**src/rtl/arbitro_i2c.sv**
```systemverilog
// Round-robin arbiter that shares one I2C transaction generator between two requesters.
// Optional macro ARB_I2C_TIMEOUT_EN: abort stalled transactions with an ERR pulse.
module arbitro_i2c #(
  parameter int IDLE_CYC    = 8,
  parameter int TIMEOUT_CYC = 64,
  parameter int CNT_W       = 8
) (
  input  logic        clk,
  input  logic        rst,
  input  logic        REQ0_VALID,
  input  logic        REQ0_RNW,
  input  logic [6:0]  REQ0_ADDR,
  input  logic [15:0] REQ0_WDATA,
  output logic        REQ0_ACK,
  output logic        REQ0_DONE,
  output logic [15:0] REQ0_RDATA,
  input  logic        REQ1_VALID,
  input  logic        REQ1_RNW,
  input  logic [6:0]  REQ1_ADDR,
  input  logic [15:0] REQ1_WDATA,
  output logic        REQ1_ACK,
  output logic        REQ1_DONE,
  output logic [15:0] REQ1_RDATA,
  output logic        ERR,
  output logic        BUSY,
  output logic        START_STB,
  output logic        RNW,
  output logic [6:0]  I2C_ADDR,
  output logic [15:0] WR_DATA,
  input  logic        SCL,
  input  logic [15:0] RD_DATA,
  output logic [2:0]  dbg_state
);

  // Handshake: REQx_VALID is a level held by the requester until it sees the one-cycle
  // REQx_ACK pulse, then dropped; a VALID still high when the arbiter is idle is a new request.

  typedef enum logic [2:0] {
    S_IDLE      = 3'd0,
    S_LAUNCH    = 3'd1,
    S_WAIT_ACT  = 3'd2,
    S_WAIT_IDLE = 3'd3,
    S_DONE      = 3'd4
  } state_t;

  localparam int CNT_NEED = (IDLE_CYC > TIMEOUT_CYC) ? IDLE_CYC : TIMEOUT_CYC;

  generate
    if (IDLE_CYC < 2 || CNT_NEED > (2 ** CNT_W) - 1) begin : g_bad_params
      $error("arbitro_i2c: IDLE_CYC must be >= 2 and CNT_W wide enough for the cycle limits");
    end
  endgenerate

  localparam logic [CNT_W-1:0] IDLE_LAST = CNT_W'(IDLE_CYC - 1);
  localparam logic [CNT_W-1:0] CNT_MAX   = {CNT_W{1'b1}};

`ifdef ARB_I2C_TIMEOUT_EN
  localparam logic [CNT_W-1:0] TO_LAST   = CNT_W'(TIMEOUT_CYC - 1);
  localparam int               DW_W      = CNT_W + 5;
  localparam logic [DW_W-1:0]  DWELL_LIM = DW_W'(16 * TIMEOUT_CYC);
`endif

  state_t           state;
  logic             owner;
  logic             last_grant;
  logic [CNT_W-1:0] cnt;
  logic [CNT_W-1:0] cnt_inc;
  logic             grant1;

`ifdef ARB_I2C_TIMEOUT_EN
  logic [DW_W-1:0]  dwell;
  logic             abort_q;
`else
  assign ERR = 1'b0;
`endif

  assign dbg_state = state;
  assign cnt_inc   = (cnt == CNT_MAX) ? cnt : cnt + 1'b1;
  // On a tie the channel that did not win last time is served.
  assign grant1    = REQ1_VALID && (!REQ0_VALID || !last_grant);

  always_ff @(posedge clk or negedge rst) begin
    if (!rst) begin
      state      <= S_IDLE;
      owner      <= 1'b0;
      last_grant <= 1'b1;
      cnt        <= '0;
      REQ0_ACK   <= 1'b0;
      REQ1_ACK   <= 1'b0;
      REQ0_DONE  <= 1'b0;
      REQ1_DONE  <= 1'b0;
      REQ0_RDATA <= '0;
      REQ1_RDATA <= '0;
      BUSY       <= 1'b0;
      START_STB  <= 1'b0;
      RNW        <= 1'b0;
      I2C_ADDR   <= '0;
      WR_DATA    <= '0;
`ifdef ARB_I2C_TIMEOUT_EN
      ERR        <= 1'b0;
      dwell      <= '0;
      abort_q    <= 1'b0;
`endif
    end else begin
      REQ0_ACK  <= 1'b0;
      REQ1_ACK  <= 1'b0;
      REQ0_DONE <= 1'b0;
      REQ1_DONE <= 1'b0;
      START_STB <= 1'b0;
`ifdef ARB_I2C_TIMEOUT_EN
      ERR       <= 1'b0;
`endif
      case (state)
        S_IDLE: begin
          if (REQ0_VALID || REQ1_VALID) begin
            if (grant1) begin
              RNW      <= REQ1_RNW;
              I2C_ADDR <= REQ1_ADDR;
              WR_DATA  <= REQ1_WDATA;
              REQ1_ACK <= 1'b1;
            end else begin
              RNW      <= REQ0_RNW;
              I2C_ADDR <= REQ0_ADDR;
              WR_DATA  <= REQ0_WDATA;
              REQ0_ACK <= 1'b1;
            end
            owner      <= grant1;
            last_grant <= grant1;
            BUSY       <= 1'b1;
            state      <= S_LAUNCH;
          end
        end

        S_LAUNCH: begin
          START_STB <= 1'b1;
          cnt       <= '0;
`ifdef ARB_I2C_TIMEOUT_EN
          dwell     <= '0;
`endif
          state     <= S_WAIT_ACT;
        end

        S_WAIT_ACT: begin
          if (!SCL) begin
            cnt   <= '0;
            state <= S_WAIT_IDLE;
          end
`ifdef ARB_I2C_TIMEOUT_EN
          else if (cnt == TO_LAST) begin
            abort_q <= 1'b1;
            state   <= S_DONE;
          end
`endif
          else begin
            cnt <= cnt_inc;
          end
        end

        // End of transaction: SCL sampled high IDLE_CYC cycles in a row.
        S_WAIT_IDLE: begin
`ifdef ARB_I2C_TIMEOUT_EN
          dwell <= dwell + 1'b1;
          if (dwell >= DWELL_LIM) begin
            abort_q <= 1'b1;
            state   <= S_DONE;
          end else
`endif
          if (SCL) begin
            if (cnt == IDLE_LAST) begin
              state <= S_DONE;
            end else begin
              cnt <= cnt_inc;
            end
          end else begin
            cnt <= '0;
          end
        end

        S_DONE: begin
          if (owner) begin
            REQ1_DONE <= 1'b1;
          end else begin
            REQ0_DONE <= 1'b1;
          end
`ifdef ARB_I2C_TIMEOUT_EN
          ERR     <= abort_q;
          abort_q <= 1'b0;
          if (RNW && !abort_q) begin
`else
          if (RNW) begin
`endif
            if (owner) begin
              REQ1_RDATA <= RD_DATA;
            end else begin
              REQ0_RDATA <= RD_DATA;
            end
          end
          BUSY  <= 1'b0;
          state <= S_IDLE;
        end

        default: begin
          BUSY  <= 1'b0;
          state <= S_IDLE;
        end
      endcase
    end
  end

endmodule

```
**config.mk**
```make
export PLATFORM = sky130hd
export DESIGN_NAME = arbitro_i2c
export DESIGN_NICKNAME = d
export VERILOG_FILES = /design/src/rtl/arbitro_i2c.sv
export SDC_FILE = /design/constraint.sdc
export NUM_CORES = 1
export LEC_CHECK = 0
export BUFFER_PORTS_ARGS = -buffer_cell sky130_fd_sc_hd__buf_2
export CORE_MARGIN = 4
export CORE_UTILIZATION = 40
export CTS_CLUSTER_SIZE = 12
export DETAILED_ROUTE_END_ITERATION = 10
export PLACE_DENSITY = 0.69
export SETUP_SLACK_MARGIN = 0.5
export SYNTH_ARGS = -nofsm -noshare
export SYNTH_HDL_FRONTEND = slang
export SYNTH_SLANG_ARGS = --single-unit
```
**constraint.sdc**
```tcl
create_clock -name clk -period 2.23 [get_ports clk]
set_input_delay 0.1115 -clock clk [delete_from_list [all_inputs] [get_ports clk]]
set_output_delay 0.1115 -clock clk [all_outputs]
set_load 0.01 [all_outputs]
```
==> out/qor.yml, run 1 <==
cp_max_fo: 5
maxUsedRoutingLayer: "met4"
seq_area_frac_synth_pct: 59.7
h-tree-depth: 3
clockRootBuffer: "clkbuf_8"
powerDensity_mw_per_mm2: 654
fillers: 665
antenna_cells: 0
wl_mm: 8.44
cp-end-kind: "register"
synth_nets: 307
cts_tree: "built"
synthesis.area_sq_mm: 0.00315
initial_utilization_pct: 40.9
worstSetupPathType: "register to register"
grt_use_total_pct: 18.4
synth-simple-area-share_pct: 5.73
async_flop_share_pct: 100
synth-compound-area-share_pct: 18.3
synth_top_cell_area_share_pct: 58.8
seqCellArea_sq_mm: 0.00188
placed_area_sq_mm: 0.00393
post-route-period-util_pct: 74.5
layout_setup_ws_ps: 569
slew_headroom_pct: 38.2
dieArea_sq_mm: 0.00935
yosys_warnings: 0
wl_per_cell_microns: 16.3
setup_violations: 0
wirelength_met1_mm: 3.42
via_per_inst: 5.10
synth_top_family_by_area: "compound AO/OA/AOI/OAI gates"
ir_drop_v: 0.000554
synthTopCellsByCount: "dfrtp_1, mux2_2, a21o_1, a22o_1"
dr_wl_met3_microns: 568
whs_ps: 13.1
status: "finished, final reports clean"
hold_path.class: "primary input to register"
synth_ff_type: "dfrtp_1"
syn_area_per_cell_sq_um: 13.3
hold_viol: 0
multi_input_area_sq_mm: 0.00119
fp-row-count: 32
post-route-util_pct: 59.5
drv_slew: 0
antenna_found_initial: 0
leakage_nw: 2.44
fin_worst_skew_ps: 9.46
tns_ps: 0
cts_sinks: 75
ys_ff_latch: 75
die_x_microns: 96.7
clk_pin_slew_ps: 80
drt_pre_antenna_iters: 4
final_area_sq_mm: 0.00457
start_kind: "register"
muxShareOfSynthArea_pct: 11.8
synth_cell_types: 38
synth_xor_area_share_pct: 0
synthCells: 236
num_vias: 2640
cp.required_ps: 2440
dp_hpwl_mm: 5.64
io_buffers: 133
grt_max_degree: 76
core_area_sq_mm: 0.00769
synth.largest_area_cell: "dfrtp_1"
synth-edff-count: 0
synthTopCellsByArea: "dfrtp_1, mux2_2, a22o_1"
ant_nets: 0
numCtsBuffers: 9
die_h_microns: 96.7
cp.arrival_ps: 1870
remaining_drc_errors: 0
grt_pass1_vias: 2812
drt_iter0_markers: 111
max_freq_ghz: 0.602
grt_remaining_overflow: 0
grt_pass1_wl_mm: 14.1
yosysMostFrequentCell: "dfrtp_1"
synthAdderAreaFrac_pct: 0.795
drive_gt1_share_pct: 48.1
area_growth_pct: 45.3
rrSetupSlack_ps: 570
wl_met2_mm: 4.27
clock_latency_ps: 340
period_minus_slack_ps: 1660
clockBufferDepth: 2
rsz0062_at_grt: "true"
io_pins: 135
dp_slack_ps: 391
place_congestion: 0.814
worstMarginPinSlew_ps: 927
finalNetCount: 484
cap_violations: 0
-- where the power goes --
part / internal, W / switching, W / total (W) / leakage, nW
combinational: 0.000178 / 0.000147 / 0.000324 / 1.39
clock: 0.000731 / 0.000484 / 0.00122 / 0.115
sequential: 0.00142 / 0.0000341 / 0.00145 / 0.933
-- area by class of cell --
| class | instances | area share [%] |
|---|---|---|
| Sequential cell | 75 | 41.1 |
| Clock inverter | 5 | 2.27 |
| Timing Repair Buffer | 178 | 24.8 |
| Multi-Input combinational cell | 144 | 26.0 |
| Tap cell | 102 | 2.79 |
| Clock buffer | 9 | 2.71 |
| Inverter | 5 | 0.411 |
-- cell families (layout without fill, tap and decap cells) --
family,Yosys count,count (layout)
other cells,1,1
simple gates,32,32
fa+ha+maj,2,2
compound gates,75,76
buf+inv,18,197
mux,33,33
flops,75,75
-- repair_timing --
item | CTS | global route
pin swaps | 0 | 1
buffers inserted | 0 | 3
resized for setup | 3 | 2
hold buffers | 34 | 0
endpoints found under the setup margin | 22 | 24
hold endpoints to repair | 110 | 0
gates cloned | 0 | 1
-- layout by cell type, fill, tap and decap left out, types with 2 or more instances in the layout --
| cell type | count |
|---|---|
| a21oi_1 | 9 |
| a21o_1 | 26 |
| buf_2 | 132 |
| nand3_1 | 2 |
| nor2_1 | 8 |
| nand4_1 | 2 |
| o31ai_1 | 3 |
| nor3_1 | 2 |
| and3_1 | 2 |
| clkbuf_8 | 9 |
| mux2_2 | 32 |
| ha_1 | 2 |
| dlygate4sd3_1 | 34 |
| nor4b_2 | 2 |
| a41oi_1 | 2 |
| dfrtp_1 | 74 |
| a22o_1 | 24 |
| inv_1 | 5 |
| buf_4 | 8 |
| buf_12 | 3 |
| bufinv_16 | 3 |
| nand2_1 | 7 |
| o21ai_0 | 4 |
-- worst paths after layout --
check                               start             end  depth (start not counted)
max                                cnt[0]          cnt[1]                          5
min in group asynchronous             rst   REQ0_RDATA[9]                          2
min reg2reg                REQ1_RDATA[15]  REQ1_RDATA[15]                          1
max in group asynchronous             rst          cnt[4]                          2
min                            RD_DATA[9]   REQ1_RDATA[9]                          2
max reg2reg                        cnt[0]          cnt[1]                          5
-- registers in the layout, indices dropped and copies added (netlist names) --
signal,count
RNW,1
BUSY,1
REQ1_ACK,1
REQ1_RDATA,16
REQ0_ACK,1
START_STB,1
REQ0_DONE,1
owner,1
REQ0_RDATA,16
last_grant,1
dbg_state,3
REQ1_DONE,1
WR_DATA,16
cnt,8
I2C_ADDR,7
-- critical path, cell delays in order (launching register included) --
cell and delay, ps:
dfrtp_1 440, ha_1 250, nor3b_2 200, a31oi_4 270, a21boi_1 260, o22ai_1 120
-- per-layer routing --
metal / global-route usage [%] / up-vias
met5: 0 / -
met4: 6.59 / 0
met2: 31.0 / 103
met1: 21.9 / 1297
met3: 6.27 / 16
li1: - / 1224
-- metrics by stage --
step,power (W),std cells
floorplan,0.00159,236
global placement,0.00174,466
detailed placement,0.00175,466
CTS,0.00302,514
global route,0.00313,518
finish,0.00299,518
Power figures use the tool's default switching activity.
==> run 2, diff against run 1 <==
--- a/config.mk
+++ b/config.mk
@@ -5,12 +5,13 @@
 export SDC_FILE = /design/constraint.sdc
 export NUM_CORES = 1
 export LEC_CHECK = 0
+export ABC_AREA = 1
 export BUFFER_PORTS_ARGS = -buffer_cell sky130_fd_sc_hd__buf_2
 export CORE_MARGIN = 4
 export CORE_UTILIZATION = 40
 export CTS_CLUSTER_SIZE = 12
 export DETAILED_ROUTE_END_ITERATION = 10
-export PLACE_DENSITY = 0.69
+export PLACE_DENSITY = 0.68
 export SETUP_SLACK_MARGIN = 0.5
 export SYNTH_ARGS = -nofsm -noshare
 export SYNTH_HDL_FRONTEND = slang
==> constraint.sdc (replaced) <==
create_clock -name clk -period 1.6 [get_ports clk]
set_input_delay 0.08 -clock clk [delete_from_list [all_inputs] [get_ports clk]]
set_output_delay 0.08 -clock clk [all_outputs]
set_load 0.01 [all_outputs]
==> run 2 against run 1 <==
- clock power grew 27%
- via count rose by 41%
- largest power group unchanged
- worst setup slack lost 410 ps
- final area grew 34%
- largest cell class unchanged
- total power up 52%
- critical endpoint is now REQ0_RDATA[7]
- sequential power up 46%
- critical path depth increased by 2
==> out/qor.yml, run 2 <==
yosys_warnings: 0  # unchanged
h-tree-depth: 3  # unchanged
drt_iter0_markers: 103  # was 111
finalNetCount: 695  # was 484
cap_violations: 0  # unchanged
clockRootBuffer: "clkbuf_8"  # unchanged
fillers: 491  # was 665
drt_pre_antenna_iters: 4  # unchanged
crit_chain: "nor2_4, nand2_4, nor2_4, nand2_4, buf_12, nand2_2, o21ai_1"  # was ha_1, nor3b_2, a31oi_4, a21boi_1, o22ai_1
synth_cell_types: 25  # was 38
ir_drop_v: 0.000426  # was 0.000554 V
cts_tree: "built"  # unchanged
die_x_microns: 98.3  # was 96.7 microns
io_pins: 135  # unchanged
placed_area_sq_mm: 0.00409  # was 0.00393 sq mm
ys_ff_latch: 75  # unchanged
dp_hpwl_mm: 6.00  # was 5.64 mm
multi_input_area_sq_mm: 0.00187  # was 0.00119 sq mm
synth.largest_area_cell: "dfrtp_1"  # unchanged
clockBufferDepth: 2  # unchanged
drv_slew: 0  # unchanged
place_congestion: 0.831  # was 0.814
area_growth_pct: 87.3  # was 45.3%
seqCellArea_sq_mm: 0.00189  # was 0.00188 sq mm
cts_sinks: 75  # unchanged
clk_pin_slew_ps: 90  # was 80 ps
grt_pass1_vias: 3788  # was 2812
wl_per_cell_microns: 17.3  # was 16.3 microns
initial_utilization_pct: 41.6  # was 40.9%
hold_viol: 0  # unchanged
remaining_drc_errors: 0  # unchanged
grt_max_degree: 50  # was 76
leakage_nw: 3.18  # was 2.44 nW
synth_ff_type: "dfrtp_1"  # unchanged
synthesis.area_sq_mm: 0.00326  # was 0.00315 sq mm
wl_mm: 12.7  # was 8.44 mm
layout_common_cells: "buf_2, nand2_1, dfrtp_1"  # was buf_2, dfrtp_1, dlygate4sd3_1
via_per_inst: 5.09  # was 5.10
io_buffers: 133  # unchanged
cp.arrival_ps: 1680  # was 1870 ps
worstSetupPathType: "register to register"  # unchanged
synth_top_cell_area_share_pct: 56.7  # was 58.8%
status: "finished, final reports clean"  # unchanged
dieArea_sq_mm: 0.00967  # was 0.00935 sq mm
max_freq_ghz: 0.692  # was 0.602 GHz
hold_path.class: "primary input to register"  # unchanged
antenna_cells: 0  # unchanged
reg_top3: "REQ0_RDATA (16), REQ1_RDATA (16), WR_DATA (16)"  # unchanged
synthTopCellsByCount: "nand2_1, dfrtp_1, o21ai_1, nand3_1, inv_1"  # was dfrtp_1, mux2_2, a21o_1, a22o_1
syn_area_per_cell_sq_um: 8.50  # was 13.3 sq um
ant_nets: 0  # unchanged
post-route-period-util_pct: 90.3  # was 74.5%
synth_nets: 455  # was 307
slowest_stage: "dfrtp_2"  # was dfrtp_1
antenna_found_initial: 0  # unchanged
cpPeakStageDelay_ps: 490  # was 440 ps
seq_area_frac_synth_pct: 57.5  # was 59.7%
rsz0062_at_grt: "true"  # unchanged
synthTopCellsByArea: "dfrtp_1, nand2_1, o21ai_1"  # was dfrtp_1, mux2_2, a22o_1
fp-row-count: 32  # unchanged
setup_violations: 0  # unchanged
tns_ps: 0  # unchanged
synthCells: 384  # was 236
start_kind: "register"  # unchanged
async_flop_share_pct: 100  # unchanged
cp_max_fo: 8  # was 5
clock_latency_ps: 340  # about the same
drive_gt1_share_pct: 54.8  # was 48.1%
numCtsBuffers: 9  # unchanged
mostFrequentLayoutCell: "buf_2"  # unchanged
grt_use_total_pct: 23.4  # was 18.4%
die_h_microns: 98.3  # was 96.7 microns
grt_remaining_overflow: 0  # unchanged
powerDensity_mw_per_mm2: 743  # was 654 mW/mm^2
cp.required_ps: 1830  # was 2440 ps
core_area_sq_mm: 0.00785  # was 0.00769 sq mm
fin_worst_skew_ps: 9.90  # was 9.46 ps
num_vias: 3722  # was 2640
cp-end-kind: "register"  # unchanged
yosysMostFrequentCell: "nand2_1"  # was dfrtp_1
grt_pass1_wl_mm: 18.4  # was 14.1 mm
period_minus_slack_ps: 1450  # was 1660 ps
whs_ps: 55.1  # was 13.1 ps
final_area_sq_mm: 0.00611  # was 0.00457 sq mm
synth-edff-count: 0  # unchanged
==> run 2: cell types whose count changed after synthesis, moves of 3 or more <==
| cell | change |
|---|---|
| a21o_1 | -26 |
| a21oi_1 | -9 |
| a22o_1 | -23 |
| buf_2 | +4 |
| inv_1 | +25 |
| mux2_2 | -32 |
| nand2_1 | +147 |
| nand2_2 | +3 |
| nand3_1 | +30 |
| nor2_1 | +8 |
| nor2_2 | +4 |
| o21ai_1 | +33 |
| o31ai_1 | -3 |
==> run 2: logic make-up (layout without fill, tap and decap cells) <==
| logic type | Yosys count | in the layout | share of synthesized area [%] |
|---|---|---|---|
| and+or+nand+nor | 218 | 218 | 28.2 |
| other | 1 | 1 | 0.115 |
| adders and majority gates | 2 | 2 | 0.766 |
| xor gates and xnor gates | 1 | 1 | 0.268 |
| buffers and inverters | 47 | 292 | 6.82 |
| AOI/OAI and AO/OA | 40 | 40 | 6.25 |
| DFF | 75 | 75 | 57.5 |
==> run 2: area by class of cell <==
| class | count | area share (%) |
|---|---|---|
| inverters | 33 | 2.35 |
| well taps | 102 | 2.09 |
| repair inverters | 2 | 0.368 |
| clock buffers | 10 | 2.25 |
| multi-input cells | 262 | 30.7 |
| clock inverters | 6 | 1.19 |
| repair buffers | 241 | 30.2 |
| flip-flops and latches | 75 | 30.8 |
==> run 2: timing repair <==
action                                  in CTS  in global routing
resized for setup                           81                131
hold buffers                                64                  0
endpoints found under the hold margin       76                  0
gates cloned                                 5                  4
pin swaps                                   13                 17
setup buffers                               13                 15
endpoints found under the setup margin      72                 74
==> run 2: stage by stage <==
stage          utilization [%]  instances  setup slack (ps)  power [W]
6_report                  77.9        731               155    0.00454
5_1_grt                   77.9        731              94.6    0.00475
4_1_cts                   69.0        712               205    0.00440
3_5_place_dp              52.2        614              85.0    0.00264
3_3_place_gp              52.2        614               152    0.00263
2_1_floorplan                -        384               313    0.00238
==> run 2: where the power goes <==
group          internal (W)  leakage [nW]  switching [W]
Clock              0.000783         0.109       0.000762
Combinational      0.000426          2.25       0.000450
Sequential          0.00200         0.815       0.000123
==> run 2: worst max-delay path: cells and delay by family (launching register included) <==
| kind | cells | cell delay (ps) |
|---|---|---|
| flops | 1 | 490 |
| buf+inv | 1 | 190 |
| simple gates | 5 | 590 |
| compound gates | 1 | 60 |
==> run 2: routing by layer <==
layer,track usage [%],vias up,share of wire (%)
met5,0,-,0
met4,9.56,0,2.8
met3,5.93,37,8.1
met2,39.5,203,52
met1,28.5,1793,37
li1,-,1689,-
==> run 2: path summary, 6_finish.rpt <==
check | from | endpoint | slack (ps) | depth (start not counted)
worst max-delay path | dbg_state[1] | REQ0_RDATA[7] | 150 | 7
max in group asynchronous | rst | cnt[2] | 810 | 3
worst min register to register | last_grant | last_grant | 480 | 2
worst max register to register | dbg_state[1] | REQ0_RDATA[7] | 150 | 7
min in group asynchronous | rst | I2C_ADDR[6] | 180 | 2
worst min-delay path | RD_DATA[4] | REQ0_RDATA[4] | 60 | 3
